**src/rtl/divider_pkg.sv**
```systemverilog
// Shared types and helpers for the sequential restoring divider.
package divider_pkg;

  typedef enum logic [1:0] {
    IDLE,
    CALC,
    DONE
  } div_state_t;

  // Width of a counter that has to reach w-1 (never narrower than one bit).
  function automatic int step_width(input int w);
    return (w <= 2) ? 1 : $clog2(w);
  endfunction

endpackage

```
**src/rtl/div_restore_step.sv**
```systemverilog
// One restoring-division iteration: compare the (W+1)-bit partial remainder
// against the divisor and subtract when it fits.
module div_restore_step #(
  parameter int W = 8
) (
  input  logic [W:0]   t,
  input  logic [W-1:0] d,
  output logic [W-1:0] r_next,
  output logic         q_bit
);

  logic [W:0] diff;

  assign diff   = t - {1'b0, d};
  assign q_bit  = (t >= {1'b0, d});
  assign r_next = q_bit ? diff[W-1:0] : t[W-1:0];

endmodule

```
**src/rtl/divider_seq.sv**
```systemverilog
// divider_seq: radix-2 restoring divider, 2W-bit / W-bit -> W-bit quotient and remainder.
// Define DIVIDER_SEQ_ERR_CHECK_EN to enable divide-by-zero and quotient-overflow detection.
module divider_seq
  import divider_pkg::*;
#(
  parameter int DIV_WIDTH = 8
) (
  input  logic                   clk,
  input  logic                   rst,
  input  logic                   in_valid,
  output logic                   in_ready,
  input  logic [2*DIV_WIDTH-1:0] dividend,
  input  logic [DIV_WIDTH-1:0]   divisor,
  output logic                   out_valid,
  input  logic                   out_ready,
  output logic [DIV_WIDTH-1:0]   quotient,
  output logic [DIV_WIDTH-1:0]   remainder,
  output logic                   err_div_zero,
  output logic                   err_overflow
);

  localparam int W  = DIV_WIDTH;
  localparam int SW = step_width(W);
  localparam logic [SW-1:0] LAST_STEP = SW'(W - 1);

  div_state_t state, state_next;

  logic [W-1:0]  r_reg, q_reg, d_reg;
  logic [SW-1:0] step;
  logic [W-1:0]  r_next, q_next;
  logic          q_bit;
  logic          accept, last_step, err_zero, err_ovf;

  assign accept    = in_valid && in_ready;
  assign last_step = (step == LAST_STEP);
  assign q_next    = (q_reg << 1) | W'(q_bit);

`ifdef DIVIDER_SEQ_ERR_CHECK_EN
  assign err_zero = (divisor == '0);
  assign err_ovf  = (dividend[2*W-1:W] >= divisor);
`else
  assign err_zero = 1'b0;
  assign err_ovf  = 1'b0;
`endif

  div_restore_step #(.W(W)) u_step (
    .t      ({r_reg, q_reg[W-1]}),
    .d      (d_reg),
    .r_next (r_next),
    .q_bit  (q_bit)
  );

  always_ff @(posedge clk) begin
    if (rst) state <= IDLE;
    else     state <= state_next;
  end

  always_comb begin
    state_next = state;
    case (state)
      IDLE: if (accept) state_next = (err_zero || err_ovf) ? DONE : CALC;
      CALC: if (last_step) state_next = DONE;
      DONE: if (out_ready) state_next = IDLE;
      default: state_next = IDLE;
    endcase
  end

  // in_ready is gated by rst so nothing is accepted on a reset edge.
  always_comb begin
    in_ready  = (state == IDLE) && !rst;
    out_valid = (state == DONE);
  end

  always_ff @(posedge clk) begin
    if (rst) begin
      r_reg        <= '0;
      q_reg        <= '0;
      d_reg        <= '0;
      step         <= '0;
      quotient     <= '0;
      remainder    <= '0;
      err_div_zero <= 1'b0;
      err_overflow <= 1'b0;
    end else begin
      case (state)
        IDLE: if (accept) begin
          r_reg        <= dividend[2*W-1:W];
          q_reg        <= dividend[W-1:0];
          d_reg        <= divisor;
          step         <= '0;
          err_div_zero <= err_zero;
          err_overflow <= err_ovf && !err_zero;
          if (err_zero || err_ovf) begin
            quotient  <= '1;
            remainder <= '1;
          end
        end
        CALC: begin
          r_reg <= r_next;
          q_reg <= q_next;
          step  <= step + 1'b1;
          if (last_step) begin
            quotient  <= q_next;
            remainder <= r_next;
          end
        end
        default: ;
      endcase
    end
  end

endmodule

```
**config.mk**
```make
export PLATFORM = sky130hd
export DESIGN_NAME = divider_seq
export DESIGN_NICKNAME = d
export VERILOG_FILES = /design/src/rtl/divider_pkg.sv /design/src/rtl/div_restore_step.sv /design/src/rtl/divider_seq.sv
export SDC_FILE = /design/constraint.sdc
export NUM_CORES = 1
export LEC_CHECK = 0
export ABC_AREA = 1
export CORE_UTILIZATION = 40
export DETAILED_ROUTE_END_ITERATION = 6
export PLACE_DENSITY_LB_ADDON = 0.12
export SLEW_MARGIN = 30
export SYNTH_ARGS = -nofsm -noshare
export SYNTH_HDL_FRONTEND = slang
export SYNTH_SLANG_ARGS = --single-unit
```
**constraint.sdc**
```tcl
create_clock -name clk -period 1.8 [get_ports clk]
set_clock_uncertainty 0.05 [all_clocks]
set_input_delay 0.18 -clock clk [delete_from_list [all_inputs] [get_ports clk]]
set_output_delay 0.18 -clock clk [all_outputs]
set_load 0.01 [all_outputs]
```
# Word level (Yosys, flattened, before mapping)
# Cells that the tools add are included.
[op_classes] add_sub_neg=2 magnitude_cmp=1 eq_ne=6 muxes=11 bitwise=1 n_reduce_logical=9
[ops] op="$pmux W8 S2" n=2
[ops] op="$mux W8" n=3
[ops] op="$ge A9 B8 Y1" n=1
[ops] op="$or A8 B1 Y8" n=1
[ops] op="$sub A8 B8 Y8" n=1
[ops] op="$mux W2" n=3
[ops] op="$pmux W2 S3" n=1
[ops] op="$pmux W3 S2" n=1
[ops] op="$reduce_and A2 Y1" n=3
[ops] op="$ne A2 B2 Y1 const B" n=2
[ops] op="$add A3 B1 Y3 const B" n=1
[ops] op="$eq A3 B3 Y1 const B" n=1
[ops] op="$mux W3" n=1
[ops] op="$reduce_and A3 Y1" n=1
[ops] op="$eq A2 B1 Y1 const B" n=1
[ops] op="$eq A2 B2 Y1 const B" n=1
[ops] op="$logic_and A1 B1 Y1" n=2
[ops] op="$logic_not A2 Y1" n=1
[ops] op="$ne A2 B1 Y1 const B" n=1
[ops] op="$reduce_bool A2 Y1" n=1
[ops] op="$logic_not A1 Y1" n=1
[word_totals] reg_bits=45 in_bits=28 output_inout_bits=20 wordCells=37

# Logic depth before layout (Yosys ltp)
[logic_depth] word_depth=5 mapped_depth=13 mapped_depth_nobuf=13

# By module
# Synthesis repeated with hierarchy kept, for this count alone.
[unflattened] hier_cells=420 area_unflattened_um2=2782.7
[modules_own_cells] mod="divider_seq" instances=1 cells_each=311 area_per_inst_um2=2130.8 seq_area_each_um2=900.9
[modules_own_cells] mod="div_restore_step" instances=1 cells_each=109 area_per_inst_um2=651.9 seq_area_each_um2=0.0

# Worst setup path before layout
# Ideal clock, no wire load.
[synth_path] path_kind="reg-to-reg" from="register d_reg[2]" to="register remainder[7]" setup_ps=114 arrival_time_ps=1519 required_time_ps=1636 setup_slack_ps=117 stages_incl_launch_ff=14 n_path_buf=1 period_less_slack_ps=1683 cell_sequence="dfxtp_1 inv_1 ha_1 buf_6 nand2_1 nor2_2 inv_2 nor2_4 nor2_4 nand2_8 nand2_2 nand2_2 o21bai_1 inv_1"
[synth_via] elab_chain_cells=2 word_cells_on_any_way=3 cone_classes="add/sub (1); order compare (1); mux (1)"
[synth_rtl] element="start, declared" line_no="divider_seq.sv:28" source="logic [W-1:0] r_reg, q_reg, d_reg;"
[synth_rtl] element="start signal, assigned" line_no="divider_seq.sv:89" source="d_reg <= divisor;"
[synth_rtl] element="$sub A8 B8 Y8 or $ge A9 B8 Y1 (tied branches)" line_no="div_restore_step.sv:14, div_restore_step.sv:15"
[synth_rtl] element="$mux W8 (*)" line_no="div_restore_step.sv:16" source="assign r_next = q_bit ? diff[W-1:0] : t[W-1:0];"
[synth_rtl] element="end signal, assigned" line_no="divider_seq.sv:104" source="remainder <= r_next;"
[synth_rtl] element="end, declared" line_no="divider_seq.sv:17" source="output logic [DIV_WIDTH-1:0] remainder,"
# Mark *: on every way between the ends. The rest lies on a longest branch, timed or not.
# A chain may end at the register's enable or synchronous reset.

# Worst setup path in the final report
[layout_path] from="register d_reg[5]" to="register r_reg[3]"
[layout_via] elab_chain_cells=3
[layout_rtl] element="$ge A9 B8 Y1" line_no="div_restore_step.sv:15" source="assign q_bit = (t >= {1'b0, d});"
[layout_rtl] element="$mux W8" line_no="div_restore_step.sv:16"
[layout_rtl] element="$pmux W8 S2" line_no="divider_seq.sv:85" source="case (state)"
[layout_rtl] element="end signal, assigned" line_no="divider_seq.sv:87" source="r_reg <= dividend[2*W-1:W];"
[layout_rtl] element="end signal, assigned" line_no="divider_seq.sv:99" source="r_reg <= r_next;"
[layout_rtl] element="end, declared" line_no="divider_seq.sv:28"
# No other way between the ends.

==> flow_summary_export.csv <==
group,metric,value,unit
outcome,outcome,"complete, but fails checks",
outcome,violations,"setup timing",
critical_path,crit_path_end_kind,"flop",
final_layout,antenna_cells,0,
sta,finalCritPeriodShare,100.9,%
sta,fin_crit,1.817,ns
sta,grt_setup_unrepaired,"yes",
power_and_ir_drop,share_comb_of_total_power,46.0,%
synthesis,synth_compound_area_share,17.38,%
sta,max_freq,550.4,MHz
synthesis,ys.flop_type,"dfxtp_1",
clocking,cts_buffers,5,
sta,setup_viol,6,
final_layout,area_delta_synth_final,42.38,%
clocking,cts-root-buf,"clkbuf_8",
placement,dpl_worst_slack,-0.07006,ns
synthesis,ys_seq_area_share,37.34,%
sta,layout_setup_ws,-0.01694,ns
global_route,grt_antenna_before_repair,0,
clocking,clock_sinks,45,
placement,port-buffer-count,45,
floorplanning,die_w,79.66,um
power_and_ir_drop,power.density,953.7,nW/um2
critical_path,crit_required,1.99,ns
synthesis,netlist_top_cells_area,"dfxtp_1, nand2_1, inv_1, a21oi_1, ha_1",
synthesis,synthAdderAreaFrac,6.017,%
hold_path,hold_path_depth,3,
power_and_ir_drop,netSwitchingPower,1.277,mW
final_layout,drive_gt1_share,27.43,%
final_layout,fin_nets,439,
synthesis,syn_area,2412,um2
route,routed_via_density,4.763,
sta,tns,-0.06882,ns
synthesis,post-synth-top-count-cell,"nand2_1",
synthesis,avgSynthCellArea,7.266,um2
floorplanning,ios,48,
synthesis,synthCells,332,
power_and_ir_drop,p_sw_share,38.97,%
global_route,gr-total-overflow,0,
clocking,clockBufferDepth,2,
synthesis,yosys_warnings,0,
power_and_ir_drop,ir_drop,0.0004074,V
synthesis,yosysTopAreaCell,"dfxtp_1",
synthesis,synth_top_area_share,37.34,%
route,drtIter0Drc,89,
synthesis,synth_top_family_by_area,"simple AND/OR/NAND/NOR gates",
critical_path,start_kind,"flop",
floorplanning,initial_utilization,42.50,%
synthesis,synth_common_cells,"nand2_1, dfxtp_1, inv_1",
global_route,grt_usage,21.41,%
floorplanning,die_y,79.66,um
critical_path,cp_max_fo,6,
clocking,cts_tree,"done",
floorplanning,die_area,6346,um2
synthesis,yosys.area_share.simple,27.13,%
clocking,clk_pin_slew_worst_paths,0.09,ns
clocking,clock_latency,0.30,ns
power_and_ir_drop,p_seq_share,34.1,%
critical_path,crit_type,"flop to flop",
power_and_ir_drop,p_leak,1.495,nW
synthesis,synth_cell_types,31,
global_route,grt_pass1_wl,10260,um
floorplanning,coreArea,5675,um2
sta,finalHoldViolCount,0,
synthesis,synth_xor_area_share,1.089,%
route,drc_errors,0,
power_and_ir_drop,clock_power_share,20.0,%
route,post_drt_wl_per_cell,13.33,um
placement,hpwl,4551,um
critical_path,crit_arrival,2.01,ns
global_route,grt_pass1_vias,2212,
job,max_cap_viol_count,0,
synthesis,ys_seq_elements,45,
synthesis,synth_enable_flop_cells,0,
global_route,grt_max_degree,22,
synthesis,synth.area.mux_share,0,%
sta,drv_slew,0,
hold_path,holdCritPathClass,"input port to flop",
route,vias,2253,
placement,place.gp.congestion,0.8404,
power_and_ir_drop,internal_power,1.999,mW
floorplanning,num_rows,27,
synthesis,async_flop_share,0,%
critical_path,r2r_cells,11,
route,wirelength,6305,um
clocking,cts_max_level,2,
route,dr.pass1.iters,4,
route,ant_nets,0,
[critical path, stage by stage (launching register included)]
cell and delay [ns]:
dfxtp_2 0.33, inv_2 0.05, ha_4 0.28, buf_6 0.09
nand2_4 0.05, nor3_4 0.33, nand2_8 0.14, nand2_8 0.13
nand2_4 0.05, nand2_4 0.07, nand2_2 0.05, a21oi_2 0.12
[final timing paths]
check,slack [ns],end,startpoint
worst max register to register,-0.02,r_reg[3],d_reg[5]
worst min register to register,0.42,quotient[4],quotient[4]
worst min-delay path,0.37,d_reg[0],divisor[0]
worst max-delay path,-0.02,r_reg[3],d_reg[5]
[final cells by class]
cell class / count / area (um2)
multi-input combinational: 226 / 1463
sequential: 45 / 909.6
fill: 527 / 2241
tap: 72 / 90.09
clock inverter: 3 / 21.27
timing repair buffer: 72 / 686.9
inverter: 50 / 195.2
clock buffer: 5 / 68.82
[routing by layer]
| layer | track usage (%) | wire length [um] |
|---|---|---|
| met1 | 27.69 | 3066 |
| met2 | 35.73 | 2967 |
| met3 | 3.886 | 176 |
| met4 | 6.909 | 95 |
| met5 | 0 | 0 |
[power groups by stage]
stage | clock network (mW) | logic (mW) | registers (mW)
2_1_floorplan | 0 | 0.831 | 1.11
3_5_place_dp | 0 | 1.19 | 1.12
5_1_grt | 0.708 | 1.64 | 1.12
6_report | 0.654 | 1.51 | 1.12
4_1_cts | 0.667 | 1.25 | 1.11
3_3_place_gp | 0 | 1.18 | 1.12
[timing repair]
| item | CTS | global route |
|---|---|---|
| hold buffers | 0 | 0 |
| setup buffers | 0 | 2 |
| endpoints found under the setup margin | 15 | 18 |
| endpoints found under the hold margin | 0 | 0 |
| gates cloned | 0 | 3 |
| pin swaps | 1 | 14 |
| gates resized for setup | 11 | 34 |
[kinds of logic after synthesis]
| family | count (synthesis) |
|---|---|
| and+or+nand+nor | 138 |
| AOI/OAI and AO/OA | 70 |
| buffers and inverters | 64 |
| DFF | 45 |
| adders and majority gates | 11 |
| xor gates and xnor gates | 3 |
| other | 1 |
[metrics by stage]
step                instances  hold WS (ns)  total power, mW  area [um2]  util, %
floorplan                 333        0.2744            1.937        2416        -
detailed placement        460        0.4065            2.313        3074    54.17
global placement          460        0.4029            2.305        3074    54.17
CTS                       468        0.3684            3.020        3254    57.34
global route              473        0.3898            3.469        3435    60.52
finish                    473        0.3735            3.275        3435    60.52
[placed cells by master, fill, tap and decap left out, types with 4 or more instances in the layout]
master	n
a21oi_2	6
inv_1	36
ha_4	8
nand3_1	14
buf_4	24
a21oi_1	25
a21o_1	4
nand2_2	19
nand2_1	71
nand3_2	4
clkbuf_8	5
inv_2	11
clkdlybuf4s50_1	45
o221ai_1	7
nand2_4	5
nor2_1	16
o21bai_1	5
dfxtp_1	38
dfxtp_2	7
o21ai_0	21
Power figures use the tool's default switching activity.
